==> config.mk <==
export PLATFORM = sky130hd
export DESIGN_NAME = datamem_arbiter
export DESIGN_NICKNAME = d
export VERILOG_FILES = /design/src/rtl/datamem_arbiter.sv
export SDC_FILE = /design/constraint.sdc
export NUM_CORES = 1
export LEC_CHECK = 0
export BUFFER_PORTS_ARGS = -buffer_cell sky130_fd_sc_hd__buf_2
export CORE_AREA = 2 2 231 233
export DETAILED_ROUTE_END_ITERATION = 16
export DIE_AREA = 0 0 233 235
export SYNTH_ARGS = -nofsm -noshare
export SYNTH_HDL_FRONTEND = slang
export SYNTH_SLANG_ARGS = --single-unit
==> constraint.sdc <==
create_clock -name clk -period 2.1 [get_ports clk]
set_input_delay 0.42 -clock clk [delete_from_list [all_inputs] [get_ports clk]]
set_output_delay 0.42 -clock clk [all_outputs]
set_load 0.005 [all_outputs]
==> src/rtl/datamem_arbiter.sv <==
// Two-port (cpu / dbg) arbiter in front of a single fixed-latency data memory.
// Round-robin grant, aligned-access checking, and a pipeline stall for the cpu port.
module datamem_arbiter #(
  parameter int LATENCY = 2,
  parameter int CNT_W   = 4
) (
  input  logic        clk,
  input  logic        reset,
  input  logic        cpu_req,
  input  logic        cpu_we,
  input  logic [63:0] cpu_addr,
  input  logic [63:0] cpu_wdata,
  output logic [63:0] cpu_rdata,
  output logic        cpu_stall,
  output logic        cpu_err,
  input  logic        dbg_req,
  input  logic        dbg_we,
  input  logic [63:0] dbg_addr,
  input  logic [63:0] dbg_wdata,
  output logic [63:0] dbg_rdata,
  output logic        dbg_ack,
  output logic        dbg_err,
  output logic [63:0] mem_addr,
  output logic [63:0] mem_wdata,
  output logic        mem_we,
  output logic [3:0]  mem_xfer_size,
  input  logic [63:0] mem_rdata
);

  typedef enum logic [1:0] {IDLE, ACCESS, DONE} state_t;

  state_t             r_state;
  logic               r_grant;
  logic               r_last_grant;
  logic               r_we;
  logic [63:0]        r_addr;
  logic [63:0]        r_wdata;
  logic [63:0]        r_rdata_q;
  logic               r_err_q;
  logic [CNT_W-1:0]   r_cnt;

  logic               w_pick;
  logic               w_aligned;
  logic               w_last_access;

  // A tie goes to whichever port did not win last time.
  always_comb begin
    w_pick = dbg_req;
    if (cpu_req && dbg_req) begin
      w_pick = !r_last_grant;
    end
  end

  assign w_aligned     = (r_addr[2:0] == 3'b000);
  assign w_last_access = (r_state == ACCESS) && (r_cnt == '0);

  always_ff @(posedge clk) begin
    if (reset) begin
      r_state      <= IDLE;
      r_grant      <= 1'b0;
      r_last_grant <= 1'b1;
      r_we         <= 1'b0;
      r_addr       <= '0;
      r_wdata      <= '0;
      r_rdata_q    <= '0;
      r_err_q      <= 1'b0;
      r_cnt        <= '0;
    end else begin
      case (r_state)
        IDLE: begin
          if (cpu_req || dbg_req) begin
            r_grant      <= w_pick;
            r_last_grant <= w_pick;
            r_we         <= w_pick ? dbg_we    : cpu_we;
            r_addr       <= w_pick ? dbg_addr  : cpu_addr;
            r_wdata      <= w_pick ? dbg_wdata : cpu_wdata;
            r_cnt        <= CNT_W'(LATENCY - 1);
            r_state      <= ACCESS;
          end
        end
        ACCESS: begin
          if (r_cnt == '0) begin
            r_rdata_q <= w_aligned ? mem_rdata : 64'd0;
            r_err_q   <= !w_aligned;
            r_state   <= DONE;
          end else begin
            r_cnt <= r_cnt - CNT_W'(1);
          end
        end
        DONE: begin
          r_state <= IDLE;
        end
        default: begin
          r_state <= IDLE;
        end
      endcase
    end
  end

  // The write strobe is gated by reset so a store caught by reset is aborted.
  assign mem_we        = r_we && w_last_access && w_aligned && !reset;
  assign mem_addr      = r_addr;
  assign mem_wdata     = r_wdata;
  assign mem_xfer_size = 4'b1000;

  assign cpu_rdata = r_rdata_q;
  assign dbg_rdata = r_rdata_q;
  assign cpu_err   = r_err_q;
  assign dbg_err   = r_err_q;
  assign dbg_ack   = (r_state == DONE) && r_grant;
  assign cpu_stall = cpu_req && !((r_state == DONE) && !r_grant);

endmodule
After elaboration in Yosys (flattened, before gate mapping)
Cells that the tools add are included.
Operators by class
  add/sub/neg operators: 1
  bitwise gates (word level): 0
  reductions and logical operators: 22
  muxes and demuxes: 11
  equality and inequality tests: 5
  $mul: 0
  divide/modulo/power cells: 0
  shifts and indexed selects: 0
  magnitude comparators: 0
Operators by type and width (number)
  64-bit 2-to-1 mux: 3
  1-bit logical AND: 8
  4-bit 2-to-1 mux: 2
  4-bit case mux with 2 select lines: 1
  2-bit AND reduction: 3
  1-bit zero test: 5
  4-bit zero test: 1
  2-bit 2-to-1 mux: 2
  2-bit != test (second input constant): 2
  2-bit case mux with 2 select lines: 1
  4-bit by 1-bit subtractor with 4-bit output (second input constant): 1
  3-bit zero test: 1
  3-bit AND reduction: 1
  2-bit by 1-bit equality test with 1-bit output (second input constant): 1
  2-bit equality test (second input constant): 1
  2-bit zero test: 1
  1-bit 2-to-1 mux: 2
  2-bit by 1-bit != test with 1-bit output (second input constant): 1
  2-bit nonzero test: 1
  1-bit logical OR: 1
Storage, ports and cells
  register bits: 202
  output and inout bits: 265
  word-level logic and storage cells: 48
  memory bits (writable): 0
  input bits: 326
  latch bits: 0
  ROM bits: 0
  memories: 0

Depth between registers and ports, before layout
Gate-level depths: netlist (run 1).
  depth after elaboration: 5
  gate-level depth with buffers: 7
  depth with buffers taken out: 5

Worst setup path after synthesis (run 1)
Ideal clock, no wire load.
  kind: reg2out
  start point: register r_cnt[0]
  end point: output port mem_we
  path buffers: 1
  arrival: 1.513 ns
  slack: 0.167 ns
  required time: 1.680 ns
  cell stages (with the launch flop): 7
  cells stage by stage: dfxtp_1 -> inv_1 -> ha_1 -> or3b_2 -> nor2_1 -> buf_4 -> and3_1
On the way
  longest elaborated chain between the ends: 5
RTL lines
  start, declared: RTL line 40  | logic [CNT_W-1:0] r_cnt;
  start signal, assigned: RTL line 77  | r_cnt <= CNT_W'(LATENCY - 1);
  start signal, assigned: RTL line 87  | r_cnt <= r_cnt - CNT_W'(1);
  4-bit zero test: RTL line 55  | assign w_last_access = (r_state == ACCESS) && (r_cnt == '0);
  1-bit logical AND: RTL line 55
  1-bit logical AND (3 in a row): RTL line 101  | assign mem_we = r_we && w_last_access && w_aligned && !reset;
  end, declared: RTL line 25  | output logic mem_we,
Every way passes these cells.

Worst setup path in the final report (run 1)
  start point: register r_cnt[1]
  end point: output port mem_we
Same word-level chain as after synthesis.

==> results of run 1 <==
-- stage by stage --
| stage | power, mW | hold slack, ns |
|---|---|---|
| after floorplan | 6.41 | 0.466 |
| after global placement | 7.71 | 0.451 |
| after detailed placement | 7.76 | 0.463 |
| after CTS | 12.1 | 0.0703 |
| after global routing | 12.6 | 0.0901 |
| final | 11.9 | 0.111 |
-- sequential cells by signal (all words and copies together), names as in the netlist --
signal	cells
r_last_grant	1
mem_wdata	64
cpu_err	1
r_cnt	4
r_grant	1
cpu_rdata	64
r_we	1
r_state	2
mem_addr	64
-- metal layers --
metal | vias to the layer above | GRT usage [%] | wire [um]
li1 | 4993 | - | -
met1 | 4906 | 14.8 | 15100
met2 | 471 | 23.1 | 18600
met3 | 74 | 3.62 | 3050
met4 | 4 | 5.39 | 1630
met5 | - | 0 | 27
-- synthesized netlist by cell type (4+ instances only) --
master,n,area [um^2]
inv_1,5,18.8
clkbuf_2,4,20.0
o21ai_0,66,330
a21oi_1,133,666
buf_6,10,113
nand4_1,64,400
buf_2,27,135
nand2_1,325,1220
a311oi_2,88,1320
a311oi_1,41,359
buf_4,72,541
dfxtp_1,202,4040
clkbuf_1,75,282
-- worst register-to-register path: stages (launching register included) --
cell      delay (ns)
dfxtp_1         0.38
nor2_4          0.29
and2_4          0.35
buf_12          0.33
a311oi_2        0.19
-- power by group --
part	switching, mW	total [mW]	internal [mW]
registers	0.276	4.57	4.29
logic	1.81	3.15	1.35
clock network	1.69	4.21	2.52
-- path summary, 6_finish.rpt --
path / depth (start not counted) / slack, ns / start / endpoint
setup / recovery: 6 / -0.15 / r_cnt[1] / mem_we
hold / removal: 3 / 0.11 / mem_rdata[35] / cpu_rdata[35]
hold reg to reg: 2 / 0.47 / cpu_rdata[52] / cpu_rdata[52]
setup reg to reg: 4 / 0.42 / r_state[1] / mem_wdata[59]
-- kinds of logic after synthesis --
group           synth area share [%]
other cells                   0.0774
buf+inv                         11.5
simple gates                    17.9
flops                           41.7
compound gates                  28.5
fa+ha+maj                      0.258
-- repair_timing --
action,in CTS,in global routing
hold buffers,0,0
pin swaps,3,2
setup endpoints to repair,1,1
buffers inserted,7,1
resized for setup,9,1
-- final cells by class --
| type | instances | area [um^2] | area share, % |
|---|---|---|---|
| sequential | 202 | 4050 | 29.2 |
| inverter | 5 | 18.8 | 0.135 |
| timing repair buffer | 636 | 3540 | 25.5 |
| clock inverter | 10 | 104 | 0.748 |
| clock buffer | 33 | 686 | 4.94 |
| multi-input combinational | 754 | 4620 | 33.3 |
| tap | 688 | 861 | 6.20 |
==> flow_summary.ini, run 1 <==
[cts]
cts_buffers = 25
cts.sinks = 202
cts_buffer_depth = 3
htreeDepth = 1
clk_latency_ns = 0.54
clockRootBuffer = clkbuf_16
clkTransAtPathRegs_ns = 0.06
cts_tree = done

[layout]
nFillCells = 5694
fin_util_pct = 26.6
finalInstanceArea_mm2 = 0.0139
area_growth_pct = 43.0
layout_common_cells = buf_2, nand2_1, dfxtp_1, a21oi_1, a311oi_2
final_nets = 1952
antennaDiodeCount = 0
final_common_cell = buf_2
fin_cells = 2328
drive_above_1_share_pct = 47.6

[place]
placed_area_mm2 = 0.0130
dp_hpwl_um = 28300
dp_cells = 2277
port_buffers = 586
routabilityCongestion = 0.893
dp_worst_setup_slack_ns = 0.0580

[global_routing]
grt_usage_pct = 13.1
grt_pass1_wl_um = 57400
antenna_found_initial = 3
grt_pass1_vias = 10300
overflow = 0
grt_start_max_net_pins = 73

[timing]
drv_slew = 0
rsz0062_at_grt = yes
tightest_slew_ns = 0.571
setup_slack_ns = -0.151
setup_tns_ns = -0.151
min_period_over_period_pct = 107
setup_viol = 1
hold_viol = 0
maxSlewHeadroom_pct = 62.0
fmax_ghz = 0.444
fin_crit_ns = 2.25
skew_ns = 0.0140

[route]
final_antenna_net_count = 0
drc = 0
drt_pass1_iterations = 4
drt-initial-drc-count = 490
vias_per_cell = 4.49
drt-total-wl_um = 38300
vias = 10400
avgRoutedWirePerCell_um = 16.5

[power_and_ir_drop]
p_per_area_mw_per_mm2 = 860
leakage_nw = 6.32
vdd_drop_max_mv = 0.473

[yosys]
ys_seq_area_share_pct = 41.7
synth-main-ff-cell = dfxtp_1
ys_ff_latch = 202
yosysUniqueCellTypes = 37
synthCells = 1150
synth.avg_cell_area_um2 = 8.44
syn_area_mm2 = 0.00971
synth_edf_count = 0
async_reset_ff_share_pct = 0
synth_warnings = 0

[floorplan]
die_w_um = 233
initial_utilization_pct = 18.6
boundaryPins = 591
core_mm2 = 0.0522
dieArea_mm2 = 0.0548
fp.dieH_um = 235
row_count = 84

[hold_path]
worstHoldPathType = input port to register

[critical_path]
cp_slowest_cell = or3b_4
endpoint_kind = primary output
cp_top_family = simple AND/OR/NAND/NOR gates
startpoint_type = register
worstPathCellList = inv_2 > ha_4 > or3b_4 > nor2_4 > and3_4 > buf_6
critPathBufInv = 2
slowest_delay_ns = 0.39
crit_type = register to primary output
cp.required_ns = 1.68
crit_fanout = 2
arrival_ns = 1.83

[job]
cap_violations = 0

[outcome]
outcome = finished, violations left
violations = negative setup slack
No activity file was read; power rests on OpenSTA's default activity.
==> run 2: changes to the inputs <==
- CORE_AREA: 2 2 231 233 -> 2 2 227 229
- DIE_AREA: 0 0 233 235 -> 0 0 229 231
==> flow_summary.ini, run 2 (synthesis gave the netlist of run 1 again) <==
[route]
drc = 0
final_antenna_net_count = 0
drt-total-wl_um = 38000
vias = 10300
avgRoutedWirePerCell_um = 16.4
vias_per_cell = 4.46
drt_pass1_iterations = 5
drt-initial-drc-count = 541

[cts]
clkTransAtPathRegs_ns = 0.06
cts_tree = done
htreeDepth = 1
cts_buffers = 25
clockRootBuffer = clkbuf_16
cts_buffer_depth = 3
cts.sinks = 202
clk_latency_ns = 0.54

[layout]
fin_util_pct = 27.4
area_growth_pct = 42.8
layout_common_cells = buf_2, nand2_1, dfxtp_1, a21oi_1, a311oi_2
nFillCells = 5523
final_common_cell = buf_2
final_nets = 1946
drive_above_1_share_pct = 47.6
fin_cells = 2317
multiInputGateArea_mm2 = 0.00462
final-seq-area_mm2 = 0.00405

[timing]
skew_ns = 0.0171
rsz0062_at_grt = yes
setup_viol = 1
holdWs_ns = 0.108
tightest_slew_ns = 0.714
hold_viol = 0
fin_crit_ns = 2.26
fmax_ghz = 0.442
min_period_over_period_pct = 108
drv_slew = 0
setup_tns_ns = -0.163
maxSlewHeadroom_pct = 52.4
setup_slack_ns = -0.163

[power_and_ir_drop]
vdd_drop_max_mv = 0.468
intPower_mw = 8.39
leakage_nw = 6.31
p_sw_mw = 3.79
swShare_pct = 31.1
p_per_area_mw_per_mm2 = 878
pwr-share-seq_pct = 37.6
p_clk_share_pct = 36.8
combPwrFrac_pct = 25.6

[global_routing]
grt.met2_usage_pct = 23.0
grt.met1_usage_pct = 16.9
grt_pass1_vias = 9975
grt_usage_pct = 13.4
grt_pass1_wl_um = 57100
overflow = 0
antenna_found_initial = 1
grt_start_max_net_pins = 97
grt.met3_usage_pct = 2.62
top_usage_layer = met2

[critical_path]
crit_fanout = 2
arrival_ns = 1.84
startpoint_type = register
cp.required_ns = 1.68
crit_type = register to primary output
endpoint_kind = primary output

[floorplan]
boundaryPins = 591
row_count = 83
die_w_um = 229
dieArea_mm2 = 0.0529
core_mm2 = 0.0507
initial_utilization_pct = 19.2
fp.dieH_um = 231

[place]
dp_hpwl_um = 27300
dp_cells = 2264
port_buffers = 586
routabilityCongestion = 0.857

[outcome]
outcome = finished, violations left
violations = negative setup slack

[job]
cap_violations = 0

[hold_path]
worstHoldPathType = input port to register
[run 2: final cells by class]
class	count	share of cell area, %
diodes	1	0.0181
clock buffers	34	5.19
clock inverters	11	1.00
inverters	5	0.135
multi-input cells	754	33.3
flip-flops and latches	202	29.2
well taps	680	6.14
repair buffers	630	25.0
[run 2: power groups by stage]
| stage | clock network, mW | registers, mW | logic (mW) |
|---|---|---|---|
| floorplan | 0 | 4.64 | 1.77 |
| global placement | 0 | 4.64 | 3.07 |
| detailed placement | 0 | 4.64 | 3.11 |
| CTS | 4.65 | 4.57 | 3.15 |
| global route | 4.78 | 4.62 | 3.41 |
| finish | 4.49 | 4.57 | 3.12 |
[run 2: worst max-delay path: stages, from the launching register on]
cell     delay, ns
dfxtp_2       0.33
inv_2         0.07
ha_4          0.13
or3b_4        0.39
nor2_4        0.10
and3_4        0.19
buf_6         0.09
[run 2: metrics by stage]
step | setup slack (ns) | total power, mW | instance area (um^2)
after floorplan | 0.167 | 6.41 | 9710
after global placement | 0.124 | 7.70 | 12900
after detailed placement | 0.106 | 7.76 | 12900
after CTS | -0.270 | 12.4 | 13900
after global routing | -0.248 | 12.8 | 13900
final | -0.163 | 12.2 | 13900
[run 2: repair_timing]
item	CTS	global route
resized for setup	9	0
setup buffers	6	1
pin swaps	3	1
endpoints found under the setup margin	1	1
hold buffers	0	0
[run 2: final timing paths]
path | startpoint | end | slack [ns] | cells after the start
max | r_cnt[1] | mem_we | -0.16 | 6
min | mem_rdata[0] | cpu_rdata[0] | 0.11 | 3
max reg2reg | r_state[1] | mem_addr[6] | 0.39 | 4
min reg2reg | cpu_rdata[42] | cpu_rdata[42] | 0.47 | 2
[run 2: per-layer routing]
layer | up-vias | wire, um | part of all wire (%)
li1 | 4989 | - | -
met1 | 4817 | 16000 | 42
met2 | 484 | 18300 | 48
met3 | 51 | 2740 | 7.2
met4 | 0 | 912 | 2.4
met5 | - | 0 | 0
==> run 3: changes to the inputs <==
- SETUP_SLACK_MARGIN: unset -> 0.2
==> flow_summary.ini, run 3 (synthesis gave the netlist of run 1 again) <==
[power_and_ir_drop]
p_per_area_mw_per_mm2 = 838
vdd_drop_max_mv = 0.491
total_power_mw = 11.6
leakage_nw = 6.31

[place]
dp_hpwl_um = 28500
routabilityCongestion = 0.889
dp_worst_setup_slack_ns = 0.211
dp_cells = 2275
port_buffers = 586

[cts]
cts_buffers = 23
clkTransAtPathRegs_ns = 0.06
cts.sinks = 202
clk_latency_ns = 0.54
cts_buffer_depth = 3
cts_hold_buf = 0
clockRootBuffer = clkbuf_16
cts_tree = done
htreeDepth = 1

[critical_path]
arrival_ns = 1.82
r2r-start = r_state[1]
endpoint_kind = primary output
cp_top_family = simple AND/OR/NAND/NOR gates
r2r_slack_ns = 0.35
crit_type = register to primary output
cp.required_ns = 1.68
startpoint_type = register
cp.depth = 6
r2r-end = mem_wdata[52]
slowest_delay_ns = 0.39
rr_worst_depth = 6
crit_fanout = 2
cp_slowest_cell = or3b_4
critPathBufInv = 2
worstPathCellList = inv_2 > ha_4 > or3b_4 > nor2_4 > and3_1 > buf_2

[route]
vias = 10500
final_antenna_net_count = 0
vias_per_cell = 4.53
drc = 0
drt-initial-drc-count = 526
drt-total-wl_um = 38400
avgRoutedWirePerCell_um = 16.5
drt_pass1_iterations = 5

[floorplan]
boundaryPins = 591
row_count = 83
core_mm2 = 0.0507
die_w_um = 229
fp.dieH_um = 231
dieArea_mm2 = 0.0529
initial_utilization_pct = 19.2

[timing]
hold_viol = 0
min_period_over_period_pct = 107
skew_ns = 0.0214
rsz0062_at_grt = yes
drv_slew = 0
maxSlewHeadroom_pct = 44.6
setup_tns_ns = -0.141
setup_viol = 1
fin_crit_ns = 2.24
setup_slack_ns = -0.141
fmax_ghz = 0.446
tightest_slew_ns = 0.832

[hold_path]
min_to = cpu_rdata[32]
min_path_cells = 3
worstHoldPathType = input port to register
hp-start = mem_rdata[32]

[global_routing]
grt_start_max_net_pins = 109
overflow = 0
antenna_found_initial = 0
grt_usage_pct = 13.5
grt_pass1_wl_um = 57200
grt_pass1_vias = 10200

[outcome]
violations = negative setup slack
outcome = finished, violations left

[job]
cap_violations = 0

[layout]
fin_cells = 2325
fin_util_pct = 27.3
final_common_cell = buf_2
antennaDiodeCount = 0
area_growth_pct = 42.3
final_nets = 1957
drive_above_1_share_pct = 47.7
layout_common_cells = buf_2, nand2_1, dfxtp_1, a21oi_1, a311oi_2
[run 3: worst max-delay path by stage]
stage | from | endpoint | slack, ns
finish | r_cnt[0] | mem_we | -0.14
CTS | r_cnt[1] | mem_we | -0.17
global route | r_cnt[1] | mem_we | -0.23
global placement | r_cnt[0] | mem_we | 0.21
floorplan | r_cnt[0] | mem_we | 0.29
detailed placement | r_cnt[0] | mem_we | 0.21
[run 3: layout make-up]
| class | count | area (um^2) |
|---|---|---|
| clock inverters | 4 | 23.8 |
| multi-input cells | 754 | 4620 |
| clock buffers | 37 | 688 |
| fillers | 5508 | 36900 |
| flip-flops and latches | 202 | 4050 |
| well taps | 680 | 851 |
| repair buffers | 643 | 3550 |
| inverters | 5 | 21.3 |
[run 3: worst register-to-register path: cells and delay by family (launching register included)]
kind	cells	cell delay, ns
AOI/OAI and AO/OA	1	0.11
DFF	1	0.35
and+or+nand+nor	2	0.57
buffers and inverters	3	0.55
[run 3: stage by stage]
stage               area (um^2)  hold WS [ns]
finish                    13800         0.113
global route              13800         0.109
CTS                       13800        0.0728
detailed placement        13000         0.465
global placement          13000         0.452
floorplan                  9730         0.466
[run 3: timing repair]
| item | 4_1_cts | 5_1_grt |
|---|---|---|
| setup endpoints to repair | 3 | 3 |
| endpoints found under the hold margin | 0 | 0 |
| pin swaps | 4 | 1 |
| gates resized for setup | 8 | 4 |
| setup buffers | 8 | 1 |
[run 3: power breakdown]
group	switching, mW	total, mW	internal (mW)
clock	1.64	3.87	2.23
combinational	1.78	3.14	1.36
sequential	0.291	4.58	4.29
[run 3: routing by layer]
metal | part of all wire, % | vias to the layer above | track usage, %
met2 | 51 | 510 | 24.4
met1 | 39 | 4942 | 15.9
li1 | - | 5021 | -
met3 | 6.7 | 68 | 2.21
met4 | 3.3 | 0 | 5.11
met5 | 0 | - | 0
